--- config.mk ---
export PLATFORM = sky130hd
export DESIGN_NAME = tag_state_sequencer
export DESIGN_NICKNAME = d
export VERILOG_FILES = /design/src/rtl/tag_state_sequencer.sv
export SDC_FILE = /design/constraint.sdc
export NUM_CORES = 1
export LEC_CHECK = 0
export ABC_AREA = 1
export CORE_MARGIN = 3
export CORE_UTILIZATION = 25
export DETAILED_ROUTE_END_ITERATION = 12
export SYNTH_ARGS = -nofsm -noshare
export SYNTH_HDL_FRONTEND = slang
export SYNTH_SLANG_ARGS = --single-unit
--- constraint.sdc ---
create_clock -name clk -period 4.4 [get_ports clk]
set_input_delay 1.1 -clock clk [delete_from_list [all_inputs] [get_ports clk]]
set_output_delay 1.1 -clock clk [all_outputs]
set_load 0.005 [all_outputs]
--- src/rtl/tag_state_sequencer.sv ---
// Gen2 tag inventory/access sequencer: command-driven tag FSM, Q/slot registers and reply request handshake.
// Optional `SEQ_T2_TIMEOUT_EN adds a T2 timer that returns REPLY/ACKNOWLEDGED tags to ARBITRATE when no command follows.
module tag_state_sequencer #(
    parameter int T2_CYCLES = 20000
) (
    input  logic        clk,
    input  logic        reset,
    input  logic [8:0]  packettype,
    input  logic        packetdone,
    input  logic        handlematch,
    input  logic [3:0]  rx_q,
    input  logic [2:0]  rx_updn,
    input  logic [14:0] rng,
    input  logic        tx_done,
    output logic [2:0]  tagstate,
    output logic [3:0]  q_reg,
    output logic [14:0] slotctr,
    output logic        reply_req,
    output logic [2:0]  reply_type,
    output logic        rn_load,
    output logic        busy
);

    typedef enum logic [2:0] {
        ST_READY        = 3'd0,
        ST_ARBITRATE    = 3'd1,
        ST_REPLY        = 3'd2,
        ST_ACKNOWLEDGED = 3'd3,
        ST_OPEN         = 3'd4
    } state_t;

    localparam logic [2:0] RT_NONE   = 3'd0;
    localparam logic [2:0] RT_RN16   = 3'd1;
    localparam logic [2:0] RT_EPC    = 3'd2;
    localparam logic [2:0] RT_HANDLE = 3'd3;
    localparam logic [2:0] RT_RN     = 3'd4;
    localparam logic [2:0] RT_READ   = 3'd5;
    localparam logic [2:0] RT_WRITE  = 3'd6;

    localparam logic [8:0] PK_QUERYREP = 9'h001;
    localparam logic [8:0] PK_ACK      = 9'h002;
    localparam logic [8:0] PK_QUERY    = 9'h004;
    localparam logic [8:0] PK_QUERYADJ = 9'h008;
    localparam logic [8:0] PK_SELECT   = 9'h010;
    localparam logic [8:0] PK_NAK      = 9'h020;
    localparam logic [8:0] PK_REQRN    = 9'h040;
    localparam logic [8:0] PK_READ     = 9'h080;
    localparam logic [8:0] PK_WRITE    = 9'h100;

    localparam logic [14:0] SLOT_PARK = 15'h7FFF;

    if (T2_CYCLES < 1) begin : g_t2_range
        $error("T2_CYCLES must be at least 1");
    end

    state_t      state_q, state_d;
    logic [3:0]  q_q, q_d;
    logic [14:0] slot_q, slot_d;
    logic        req_q, req_d;
    logic [2:0]  rtype_q, rtype_d;
    logic        rnld_q, rnld_d;

    logic        onehot;
    logic        accept;
    logic        adj_ok;
    logic [3:0]  q_adj;
    logic [14:0] slot_dec;
    logic        in_tag_sel;

    function automatic logic [14:0] draw(input logic [3:0] q, input logic [14:0] r);
        logic [14:0] mask;
        mask = (15'd1 << q) - 15'd1;
        return r & mask;
    endfunction

    assign onehot     = (packettype != 9'd0) && ((packettype & (packettype - 9'd1)) == 9'd0);
    assign accept     = packetdone && !req_q && onehot;
    assign slot_dec   = slot_q - 15'd1;
    assign in_tag_sel = (state_q == ST_REPLY) || (state_q == ST_ACKNOWLEDGED) || (state_q == ST_OPEN);

    always_comb begin
        adj_ok = 1'b1;
        q_adj  = q_q;
        case (rx_updn)
            3'b110:  q_adj = (q_q == 4'd15) ? 4'd15 : q_q + 4'd1;
            3'b011:  q_adj = (q_q == 4'd0)  ? 4'd0  : q_q - 4'd1;
            3'b000:  q_adj = q_q;
            default: adj_ok = 1'b0;
        endcase
    end

`ifdef SEQ_T2_TIMEOUT_EN
    localparam int T2W = $clog2(T2_CYCLES + 1);
    logic           t2_run_q, t2_run_d;
    logic [T2W-1:0] t2_cnt_q, t2_cnt_d;
`endif

    always_comb begin
        logic go_reply;
        go_reply = 1'b0;
        state_d  = state_q;
        q_d      = q_q;
        slot_d   = slot_q;
        req_d    = req_q;
        rtype_d  = rtype_q;
        rnld_d   = 1'b0;
`ifdef SEQ_T2_TIMEOUT_EN
        t2_run_d = t2_run_q;
        t2_cnt_d = t2_cnt_q;
`endif

        if (req_q && tx_done) begin
            req_d   = 1'b0;
            rtype_d = RT_NONE;
        end

        if (accept) begin
            case (packettype)
                PK_SELECT: state_d = ST_READY;
                PK_QUERY: begin
                    q_d    = rx_q;
                    slot_d = draw(rx_q, rng);
                    if (draw(rx_q, rng) == 15'd0) go_reply = 1'b1;
                    else                           state_d  = ST_ARBITRATE;
                end
                PK_QUERYREP: begin
                    if (state_q == ST_ARBITRATE) begin
                        slot_d = slot_dec;
                        if (slot_dec == 15'd0) go_reply = 1'b1;
                    end else if (in_tag_sel) begin
                        state_d = ST_ARBITRATE;
                        slot_d  = SLOT_PARK;
                    end
                end
                PK_QUERYADJ: begin
                    if (adj_ok && (state_q == ST_ARBITRATE || state_q == ST_REPLY)) begin
                        q_d    = q_adj;
                        slot_d = draw(q_adj, rng);
                        if (draw(q_adj, rng) == 15'd0) go_reply = 1'b1;
                        else                            state_d  = ST_ARBITRATE;
                    end else if (adj_ok && (state_q == ST_ACKNOWLEDGED || state_q == ST_OPEN)) begin
                        state_d = ST_ARBITRATE;
                        slot_d  = SLOT_PARK;
                    end
                end
                PK_ACK: begin
                    if (in_tag_sel && handlematch) begin
                        state_d = (state_q == ST_OPEN) ? ST_OPEN : ST_ACKNOWLEDGED;
                        req_d   = 1'b1;
                        rtype_d = RT_EPC;
                    end else if (in_tag_sel) begin
                        state_d = ST_ARBITRATE;
                        slot_d  = SLOT_PARK;
                    end
                end
                PK_NAK: begin
                    if (in_tag_sel) begin
                        state_d = ST_ARBITRATE;
                        slot_d  = SLOT_PARK;
                    end
                end
                PK_REQRN: begin
                    if (handlematch && state_q == ST_ACKNOWLEDGED) begin
                        state_d = ST_OPEN;
                        req_d   = 1'b1;
                        rtype_d = RT_HANDLE;
                        rnld_d  = 1'b1;
                    end else if (handlematch && state_q == ST_OPEN) begin
                        req_d   = 1'b1;
                        rtype_d = RT_RN;
                        rnld_d  = 1'b1;
                    end
                end
                PK_READ, PK_WRITE: begin
                    if (handlematch && state_q == ST_OPEN) begin
                        req_d   = 1'b1;
                        rtype_d = (packettype == PK_READ) ? RT_READ : RT_WRITE;
                    end
                end
                default: ;
            endcase
        end

        if (go_reply) begin
            state_d = ST_REPLY;
            req_d   = 1'b1;
            rtype_d = RT_RN16;
            rnld_d  = 1'b1;
        end

`ifdef SEQ_T2_TIMEOUT_EN
        // Timer arms only for replies sent while the tag is singulated but not yet open.
        if (req_q && tx_done && (state_q == ST_REPLY || state_q == ST_ACKNOWLEDGED)) begin
            t2_run_d = 1'b1;
            t2_cnt_d = '0;
        end else if (accept) begin
            t2_run_d = 1'b0;
        end else if (t2_run_q) begin
            if (t2_cnt_q == T2W'(T2_CYCLES - 1)) begin
                t2_run_d = 1'b0;
                state_d  = ST_ARBITRATE;
                slot_d   = SLOT_PARK;
            end else begin
                t2_cnt_d = t2_cnt_q + 1'b1;
            end
        end
`endif
    end

    always_ff @(posedge clk) begin
        if (reset) begin
            state_q  <= ST_READY;
            q_q      <= 4'd0;
            slot_q   <= 15'd0;
            req_q    <= 1'b0;
            rtype_q  <= RT_NONE;
            rnld_q   <= 1'b0;
`ifdef SEQ_T2_TIMEOUT_EN
            t2_run_q <= 1'b0;
            t2_cnt_q <= '0;
`endif
        end else begin
            state_q  <= state_d;
            q_q      <= q_d;
            slot_q   <= slot_d;
            req_q    <= req_d;
            rtype_q  <= rtype_d;
            rnld_q   <= rnld_d;
`ifdef SEQ_T2_TIMEOUT_EN
            t2_run_q <= t2_run_d;
            t2_cnt_q <= t2_cnt_d;
`endif
        end
    end

    assign tagstate   = state_q;
    assign q_reg      = q_q;
    assign slotctr    = slot_q;
    assign reply_req  = req_q;
    assign reply_type = rtype_q;
    assign rn_load    = rnld_q;
    assign busy       = req_q;

endmodule

==> flow_summary_export.csv, run 1 <==
group,metric,value,unit
clock_tree,cts_root_buf,"clkbuf_16",
detailed_routing,route.met3.wl,663,um
cells_and_area,register_area,541,um^2
floorplan,rows,42,
cells_and_area,layout.cells.non_filler,851,
global_route,first_global_vias,3972,
floorplan,coreArea,13400,um^2
detailed_routing,met2_length,5360,um
global_route,grt.total_usage,0.161,
yosys,synthesis.area,3460,um^2
placed_design,dp_hpwl,9930,um
cells_and_area,n_antenna_cell,0,
detailed_routing,wl_per_cell,14.1,um
yosys,synth.area.top_cells,"dfxtp_1 16%, nand2_1 14%, nor2_1 9.2%",
global_route,overflow,0,
cells_and_area,largest_reg_flops,15,
timing,finalSetupViolCount,0,
clock_tree,cts_tree,"built",
timing,worst_slack,0.389,ns
placed_design,dp.cells,847,
yosys,ys_types,48,
timing,fin_crit_sh,0.911,
global_route,antenna_found_initial,0,
timing,max_freq,249,MHz
yosys,syn_nets,655,
placed_design,place_area,4290,um^2
worst_setup_path,start_kind,"primary input",
clock_tree,cts-resized-gates,0,
timing,rsz0062_at_grt,"no",
timing,drv_slew,0,
yosys,ys_seq_area_frac,0.156,
yosys,yosysWarnings,0,
pwr,powerDensity,132,nW/um^2
timing,setup_tns,0,ns
detailed_routing,via_count,4146,
pwr,seq_power_share,0.424,
worst_setup_path,path_cells,"clkdlybuf4s50_1 > nor2_1 > inv_1 > nor2_1 > nand2_1 > ha_1 > inv_1 > a21oi_1 > inv_1 > o311ai_0 > nand2_1 > inv_1 > nand4_1 > nand2_1 > nor2_1 > nand2_2 > nand2_1 > o21ai_0 > nor2_1",
pwr,p_leak,1.92,nW
pwr,ir_worst_vdd,0.127,mV
clock_tree,clock_sinks,27,
worst_setup_path,cp_slowest_stage_delay,0.62,ns
yosys,yosysMostFrequentCell,"nand2_1",
placed_design,globalplace.congestion,0.957,
yosys,synth-main-ff-cell,"dfxtp_1",
timing,maxSlewHeadroom,0.578,
status,run_status,"finished, final reports clean",
worst_setup_path,crit_fanout,8,
yosys,async_reset_ff_frac,0,
cells_and_area,multi_input_area,2510,um^2
cells_and_area,finish.utilization,0.326,
worst_setup_path,crit_path_top_delay_cell,"clkdlybuf4s50_1",
yosys,syn_inst,613,
cells_and_area,drive_above_1_share,0.0830,
floorplan,io_pins,64,
pwr,power_frac_clock,0.368,
clock_tree,cts.clk_slew.worst_paths,0.07,ns
clock_tree,h-tree-depth,1,
pwr,p_sw,0.000157,W
floorplan,dieHeight,124,um
pwr,p_int,0.000418,W
clock_tree,numCtsBuffers,3,
detailed_routing,dr.max_layer_used,"met4",
yosys,postSynthAreaPerCell,5.64,um^2
timing,post-route-min-period,4.01,ns
cells_and_area,fillers,1524,
floorplan,initial_core_util,0.258,
clock_tree,clk_latency,0.27,ns
timing,worstMarginPinSlew,0.624,ns
cells_and_area,nets,718,
job,max-cap-violations,0,
timing,finalClockSkew,0.00222,ns
yosys,yosys.area.top_type_share,0.156,
yosys,yosysTopAreaCell,"dfxtp_1",
worst_setup_path,required,4.56,ns
cells_and_area,fin_area,4370,um^2
yosys,synth_edf_count,0,
detailed_routing,vias_per_cell,4.87,
detailed_routing,drtAntennaViolNets,0,
floorplan,die_area,15300,um^2
global_route,grt_start_max_net_pins,19,
detailed_routing,drt_pass1_iterations,5,
detailed_routing,first_iter_violations,298,
yosys,synth-seq-cells,27,
cells_and_area,area_growth_syn_to_layout,26.3,%
detailed_routing,drc,0,
global_route,grt_pass1_wl,19900,um
detailed_routing,wirelength,12000,um
clock_tree,post-cts-setup-buffers,0,
yosys,synth_common_cells,"129 x nand2_1, 85 x nor2_1, 78 x inv_1, 55 x nand3_1, 46 x a21oi_1",
pwr,sw_frac_of_total,0.273,
placed_design,place_ws,0.275,ns
timing,hold_violations,0,
detailed_routing,drt-met1-wl,5820,um
worst_setup_path,crit_arrival,4.17,ns
min_path,hp-class,"register to register",
floorplan,die_w,124,um
clock_tree,cts.path.max_buffers,2,
placed_design,io_buffers,63,
worst_setup_path,path_class,"primary input to register",
worst_setup_path,crit_path_end_kind,"register",
pwr,pwr-share-comb,0.207,
clock_tree,postCtsHoldBufs,0,
-- critical path, delay by kind of cell --
kind / cells / cell delay (ns)
buf+inv: 5 / 1.01
simple gates: 10 / 0.93
compound gates: 3 / 0.92
fa+ha+maj: 1 / 0.20
-- power groups by stage --
| stage | sequential [W] | clock [W] | combinational [W] |
|---|---|---|---|
| floorplan | 0.000250 | 0 | 0.0000575 |
| global placement | 0.000250 | 0 | 0.000119 |
| detailed placement | 0.000250 | 0 | 0.000118 |
| CTS | 0.000244 | 0.000220 | 0.000118 |
| global route | 0.000244 | 0.000230 | 0.000132 |
| finish | 0.000244 | 0.000212 | 0.000119 |
-- worst paths after layout --
| check | from | to | slack (ns) | cells after the start |
|---|---|---|---|---|
| setup / recovery | rx_q[3] | tagstate[0] | 0.39 | 19 |
| hold / removal | tagstate[2] | tagstate[2] | 0.49 | 2 |
| setup reg to reg | q_reg[0] | tagstate[0] | 1.22 | 20 |
| hold reg to reg | tagstate[2] | tagstate[2] | 0.49 | 2 |
-- per-layer routing --
layer	vias to the layer above	GRT usage
met5	-	0
met4	0	0.0249
met3	12	0.0300
met1	1852	0.227
met2	108	0.259
li1	2174	-
-- cell families after synthesis --
logic type | Yosys count | synth area share
DFF | 27 | 0.156
adders and majority gates | 7 | 0.0246
AOI/OAI and AO/OA | 127 | 0.210
xor gates and xnor gates | 12 | 0.0304
and+or+nand+nor | 340 | 0.461
buffers and inverters | 100 | 0.118
-- through the flow --
stage	power, W	hold WS, ns
global route	0.000606	0.520
finish	0.000575	0.491
floorplan	0.000307	0.466
detailed placement	0.000367	0.479
global placement	0.000368	0.517
CTS	0.000582	0.490
-- placed cells by master (no fill, tap or decap), types with 14 or more instances in the layout --
master,synthesis,layout
a21oi_1,46,46
clkdlybuf4s50_1,0,63
dfxtp_1,27,27
inv_1,78,78
nand2_1,129,129
nand3_1,55,55
nand4_1,14,14
nor2_1,85,85
o211ai_1,15,15
o21ai_0,45,45
-- final cells by class --
cell class,count,share of cell area
sequential,27,0.124
tap,176,0.0504
multi-input combinational,486,0.575
clock buffer,4,0.0180
inverter,88,0.0765
timing repair buffer,70,0.156
(Power assumes the default switching activity.)
==> run 2: changes to the inputs <==
CORE_ASPECT_RATIO = 0.9   (was not set)
CORE_MARGIN = not set   (was 3)
==> run 2 against run 1 <==
Sequential cell count unchanged. Fmax is 3.4% higher. Sequential share of layout area hardly changed. Via count increased by 2.7%. Final area shrank 0.32%. Wire length increased by 0.48%. Non-clock buffer count fell by 1. Critical path depth shrank 1. Clock power barely moved.
==> flow_summary_export.csv, run 2 (synthesized netlist as in run 1, its figures left out) <==
group,metric,value,unit
worst_setup_path,start_kind,"primary input",
clock_tree,postCtsHoldBufs,0,
timing,rsz0062_at_grt,"no",
clock_tree,numCtsBuffers,3,
pwr,sw_frac_of_total,0.278,
clock_tree,cts_root_buf,"clkbuf_16",
global_route,grt.total_usage,0.169,
floorplan,coreArea,13400,um^2
timing,finalClockSkew,0.00319,ns
pwr,pwr-share-comb,0.207,
floorplan,die_w,126,um
global_route,overflow,0,
worst_setup_path,crit_fanout,7,
worst_setup_path,path_class,"primary input to register",
placed_design,globalplace.congestion,0.929,
min_path,hp-class,"register to register",
worst_setup_path,r2r_end,"tagstate[0]",
min_path,hold_end,"tagstate[2]",
pwr,p_sw,0.000161,W
floorplan,initial_core_util,0.258,
cells_and_area,area_growth_syn_to_layout,25.9,%
placed_design,dp.cells,838,
timing,fin_crit_sh,0.881,
timing,finalSetupViolCount,0,
global_route,first_global_vias,3883,
worst_setup_path,crit_path_top_delay_cell,"clkdlybuf4s50_1",
worst_setup_path,crit_arrival,4.04,ns
detailed_routing,wl_per_cell,14.3,um
clock_tree,clk_latency,0.27,ns
job,max-cap-violations,0,
clock_tree,cts.clk_slew.worst_paths,0.07,ns
min_path,whs_path_depth,2,
worst_setup_path,reg2regPathDepth,20,
pwr,power_frac_clock,0.371,
pwr,p_leak,1.91,nW
cells_and_area,final_cell_mix,"129 x nand2_1, 85 x nor2_1, 78 x inv_1, 63 x clkdlybuf4s50_1, 55 x nand3_1",
timing,drv_slew,0,
worst_setup_path,cp.buffers_inverters,5,
placed_design,io_buffers,63,
clock_tree,post-cts-setup-buffers,0,
cells_and_area,layout.cells.non_filler,842,
floorplan,io_pins,64,
detailed_routing,drt_pass1_iterations,5,
detailed_routing,first_iter_violations,345,
status,run_status,"finished, final reports clean",
clock_tree,h-tree-depth,1,
detailed_routing,via_count,4256,
global_route,grt_start_max_net_pins,19,
pwr,p_int,0.000418,W
detailed_routing,vias_per_cell,5.05,
pwr,powerDensity,133,nW/um^2
placed_design,dp_hpwl,9920,um
clock_tree,clock_sinks,27,
detailed_routing,drc,0,
detailed_routing,drtAntennaViolNets,0,
worst_setup_path,crit_path_end_kind,"register",
worst_setup_path,path_cells,"clkdlybuf4s50_1 > nor2_1 > inv_1 > nor2_1 > nand2_1 > ha_1 > inv_1 > a21oi_1 > inv_1 > o311ai_0 > nand2_1 > inv_1 > nand4_1 > o21a_1 > nand2_4 > nand2_4 > nand2_2 > nor2_1",
timing,hold_violations,0,
cells_and_area,layout_commonest_cell,"nand2_1",
timing,max_freq,258,MHz
pwr,ir_worst_vdd,0.130,mV
cells_and_area,n_antenna_cell,0,
cells_and_area,drive_above_1_share,0.0831,
clock_tree,cts-resized-gates,0,
worst_setup_path,required,4.56,ns
global_route,antenna_found_initial,0,
cells_and_area,nets,717,
timing,maxSlewHeadroom,0.545,
timing,worstMarginPinSlew,0.681,ns
floorplan,dieHeight,114,um
worst_setup_path,cp_slowest_stage_delay,0.60,ns
global_route,grt_pass1_wl,19600,um
cells_and_area,largest_reg_flops,15,
timing,hold_ws,0.498,ns
floorplan,rows,40,
worst_setup_path,cpMostUsedCell,"inv_1",
worst_setup_path,critPathTopFamily,"buffers and inverters",
worst_setup_path,r2r_slack,1.16,ns
clock_tree,cts_tree,"built",
clock_tree,cts.path.max_buffers,2,
floorplan,die_area,14300,um^2
cells_and_area,fillers,1492,
timing,setup_tns,0,ns
worst_setup_path,worstReg2RegStart,"q_reg[0]",
timing,post-route-min-period,3.88,ns
min_path,hold_path_startpoint,"tagstate[2]",
detailed_routing,wirelength,12000,um
pwr,seq_power_share,0.421,
run 2: how the worst max path moves through the flow:
stage	from	end	slack, ns	depth (start not counted)
2_1_floorplan	rx_updn[2]	tagstate[1]	1.23	17
3_3_place_gp	rx_q[2]	tagstate[0]	0.44	18
3_5_place_dp	rx_q[2]	tagstate[0]	0.26	18
4_1_cts	rx_q[2]	tagstate[0]	0.54	18
5_1_grt	rx_q[2]	reply_type[1]	0.12	18
6_report	rx_q[2]	tagstate[0]	0.52	18
run 2: metrics by stage:
| step | total power, W | setup slack [ns] | instance area, um^2 | util |
|---|---|---|---|---|
| global placement | 0.000368 | 0.442 | 4270 | 0.318 |
| detailed placement | 0.000368 | 0.257 | 4270 | 0.318 |
| floorplan | 0.000307 | 1.23 | 3460 | - |
| CTS | 0.000585 | 0.541 | 4350 | 0.325 |
| global route | 0.000607 | 0.120 | 4350 | 0.325 |
| finish | 0.000580 | 0.522 | 4350 | 0.325 |
run 2: power groups by stage:
stage | clock network, W | registers (W) | logic [W]
after floorplan | 0 | 0.000250 | 0.0000575
after global placement | 0 | 0.000250 | 0.000119
after detailed placement | 0 | 0.000250 | 0.000118
after CTS | 0.000222 | 0.000244 | 0.000119
after global routing | 0.000230 | 0.000244 | 0.000133
final | 0.000215 | 0.000244 | 0.000120
run 2: final cells by class:
| class | instances | area (um^2) | share of cell area |
|---|---|---|---|
| Multi-Input combinational cell | 486 | 2510 | 0.577 |
| Timing Repair Buffer | 69 | 676 | 0.155 |
| Sequential cell | 27 | 541 | 0.124 |
| Inverter | 88 | 334 | 0.0767 |
| Tap cell | 168 | 210 | 0.0483 |
| Clock buffer | 3 | 75.1 | 0.0172 |
| Clock inverter | 1 | 7.51 | 0.00172 |
run 2: worst register-to-register path, stage by stage (launching register included):
cell and delay (ns):
dfxtp_1 0.47, inv_1 0.15, ha_1 0.26, inv_1 0.09
nand2_1 0.06, nand3_1 0.09, nand3_2 0.16, nor2_1 0.33
nand2_1 0.11, ha_1 0.29, nor2_1 0.05, nor3_1 0.20
nand4_1 0.11, nor2_1 0.13, nand3_1 0.07, nor2_1 0.13
nand2_2 0.12, nand2_4 0.10, nand2_4 0.06, nand2_2 0.09
nor2_1 0.06
run 2: metal layers:
layer | vias up | part of all wire | GRT usage
met5 | - | 0 | 0
met2 | 170 | 0.42 | 0.262
met3 | 19 | 0.069 | 0.0267
met4 | 0 | 0.021 | 0.0450
met1 | 1896 | 0.49 | 0.243
li1 | 2171 | - | -
==> run 3: changes to the inputs <==
==> constraint.sdc (replaced) <==
create_clock -name clk -period 4 [get_ports clk]
set_input_delay 0.6 -clock clk [delete_from_list [all_inputs] [get_ports clk]]
set_output_delay 0.6 -clock clk [all_outputs]
set_load 0.005 [all_outputs]
==> run 3 against run 2 <==
Via count fell by 0.99%. Critical path depth did not move. Sequential share of layout area barely moved. Non-clock buffer count rose by 1. Clock power rose by 9.8%. Count of clock-buffer cells in the layout did not move. Worst hold slack got worse by 0.0019 ns. Register-to-register slack got worse by 0.36 ns. Die area did not move. Largest cell class unchanged.
==> flow_summary_export.csv, run 3 (synthesized netlist as in run 1, its figures left out) <==
group,metric,value,unit
status,run_status,"finished, final reports clean",
cells_and_area,fillers,1487,
worst_setup_path,start_kind,"primary input",
worst_setup_path,r2r_end,"tagstate[0]",
timing,maxSlewHeadroom,0.560,
timing,fin_crit_sh,0.905,
pwr,sw_frac_of_total,0.278,
cells_and_area,register_area,541,um^2
timing,hold_violations,0,
floorplan,dieHeight,114,um
cells_and_area,layout_commonest_cell,"nand2_1",
pwr,p_int,0.000460,W
min_path,hold_end,"tagstate[2]",
min_path,hp-class,"register to register",
clock_tree,numCtsBuffers,3,
timing,rsz0062_at_grt,"no",
pwr,p_sw,0.000177,W
clock_tree,h-tree-depth,1,
floorplan,rows,40,
cells_and_area,area_growth_syn_to_layout,26.1,%
timing,post-route-min-period,3.62,ns
floorplan,die_w,126,um
worst_setup_path,worstReg2RegStart,"q_reg[0]",
timing,max_freq,276,MHz
global_route,grt_start_max_net_pins,19,
worst_setup_path,reg2regPathDepth,20,
pwr,totalPowerFinal,0.000637,W
job,max-cap-violations,0,
detailed_routing,wl_per_cell,14.3,um
pwr,p_leak,1.92,nW
clock_tree,cts_tree,"built",
min_path,hold_path_startpoint,"tagstate[2]",
worst_setup_path,crit_fanout,7,
global_route,first_global_vias,3791,
timing,drv_slew,0,
detailed_routing,drc,0,
cells_and_area,nets,718,
clock_tree,post-cts-setup-buffers,0,
cells_and_area,layout.cells.non_filler,843,
cells_and_area,drive_above_1_share,0.0844,
worst_setup_path,path_cells,"clkdlybuf4s50_1 > nor2_1 > inv_1 > nor2_1 > nand2_1 > ha_1 > inv_1 > a21oi_1 > inv_1 > o311ai_0 > nand2_1 > inv_1 > nand4_1 > o21a_1 > nand2_4 > nand2_4 > nand2_2 > nor2_1",
detailed_routing,via_count,4214,
clock_tree,cts.clk_slew.worst_paths,0.07,ns
worst_setup_path,path_class,"primary input to register",
placed_design,io_buffers,63,
timing,finalSetupViolCount,0,
placed_design,globalplace.congestion,0.936,
placed_design,dp.cells,839,
worst_setup_path,crit_path_end_kind,"register",
detailed_routing,drtAntennaViolNets,0,
global_route,grt.total_usage,0.169,
cells_and_area,multi_input_area,2510,um^2
clock_tree,clk_latency,0.27,ns
clock_tree,cts.path.max_buffers,2,
global_route,antenna_found_initial,0,
cells_and_area,final_cell_mix,"129 x nand2_1, 85 x nor2_1, 78 x inv_1, 63 x clkdlybuf4s50_1, 55 x nand3_1",
pwr,seq_power_share,0.422,
timing,finalClockSkew,0.00291,ns
placed_design,place_area,4280,um^2
clock_tree,postCtsHoldBufs,0,
cells_and_area,fin_area,4360,um^2
worst_setup_path,cpMostUsedCell,"inv_1",
timing,setup_tns,0,ns
pwr,ir_worst_vdd,0.142,mV
clock_tree,cts_root_buf,"clkbuf_16",
floorplan,die_area,14300,um^2
cells_and_area,largest_reg_flops,15,
pwr,pwr-share-comb,0.209,
detailed_routing,wirelength,12000,um
global_route,grt_pass1_wl,19500,um
pwr,power_frac_clock,0.370,
worst_setup_path,required,4.16,ns
detailed_routing,vias_per_cell,5.00,
global_route,overflow,0,
floorplan,coreArea,13400,um^2
pwr,powerDensity,146,nW/um^2
placed_design,dp_hpwl,9850,um
worst_setup_path,r2r_slack,0.80,ns
floorplan,initial_core_util,0.258,
min_path,whs_path_depth,2,
clock_tree,cts-resized-gates,0,
detailed_routing,first_iter_violations,347,
detailed_routing,drt_pass1_iterations,5,
floorplan,io_pins,64,
cells_and_area,n_antenna_cell,0,
worst_setup_path,cp_slowest_stage_delay,0.62,ns
clock_tree,clock_sinks,27,
worst_setup_path,crit_path_top_delay_cell,"clkdlybuf4s50_1",
worst_setup_path,crit_arrival,3.78,ns
timing,worstMarginPinSlew,0.652,ns
## run 3: cell types whose count changed in the layout (fill, tap and decap cells not counted), sizes merged
cell	before	now
buf	6	7
## run 3: critical path: cells and delay by family
family | cells | cell delay (ns)
compound gates | 3 | 1.10
buf+inv | 5 | 1.01
fa+ha+maj | 1 | 0.21
simple gates | 9 | 0.85
## run 3: per-layer routing
layer | vias to the layer above | share of wire | wire (um) | global-route usage
li1 | 2167 | - | - | -
met1 | 1856 | 0.49 | 5920 | 0.248
met2 | 178 | 0.42 | 5040 | 0.260
met3 | 13 | 0.073 | 881 | 0.0220
met4 | 0 | 0.015 | 178 | 0.0361
met5 | - | 0 | 0 | 0
## run 3: layout make-up
type | instances | share of cell area
multi-input cells | 486 | 0.576
well taps | 168 | 0.0482
clock inverters | 1 | 0.00172
flip-flops and latches | 27 | 0.124
inverters | 88 | 0.0766
clock buffers | 3 | 0.0172
repair buffers | 70 | 0.157
## run 3: per-stage QoR
stage	setup WS, ns	hold WS [ns]	utilization
detailed placement	0.235	0.495	0.319
CTS	0.500	0.505	0.325
floorplan	1.27	0.466	-
finish	0.381	0.496	0.325
global route	0.0112	0.532	0.325
global placement	0.261	0.502	0.319
## run 3: how the worst max path moves through the flow
stage | start | endpoint | slack [ns] | cells after the start
floorplan | q_reg[0] | tagstate[1] | 1.27 | 20
CTS | rx_q[2] | tagstate[0] | 0.50 | 18
finish | rx_q[2] | tagstate[0] | 0.38 | 18
detailed placement | rx_q[2] | tagstate[0] | 0.23 | 18
global placement | rx_q[2] | tagstate[0] | 0.26 | 18
global route | rx_q[2] | tagstate[0] | 0.01 | 19
## run 3: power by group through the flow
stage | Clock, W | Combinational, W | Sequential [W]
6_report | 0.000236 | 0.000133 | 0.000269
5_1_grt | 0.000251 | 0.000146 | 0.000268
4_1_cts | 0.000241 | 0.000131 | 0.000269
3_5_place_dp | 0 | 0.000130 | 0.000275
3_3_place_gp | 0 | 0.000131 | 0.000275
2_1_floorplan | 0 | 0.0000633 | 0.000275
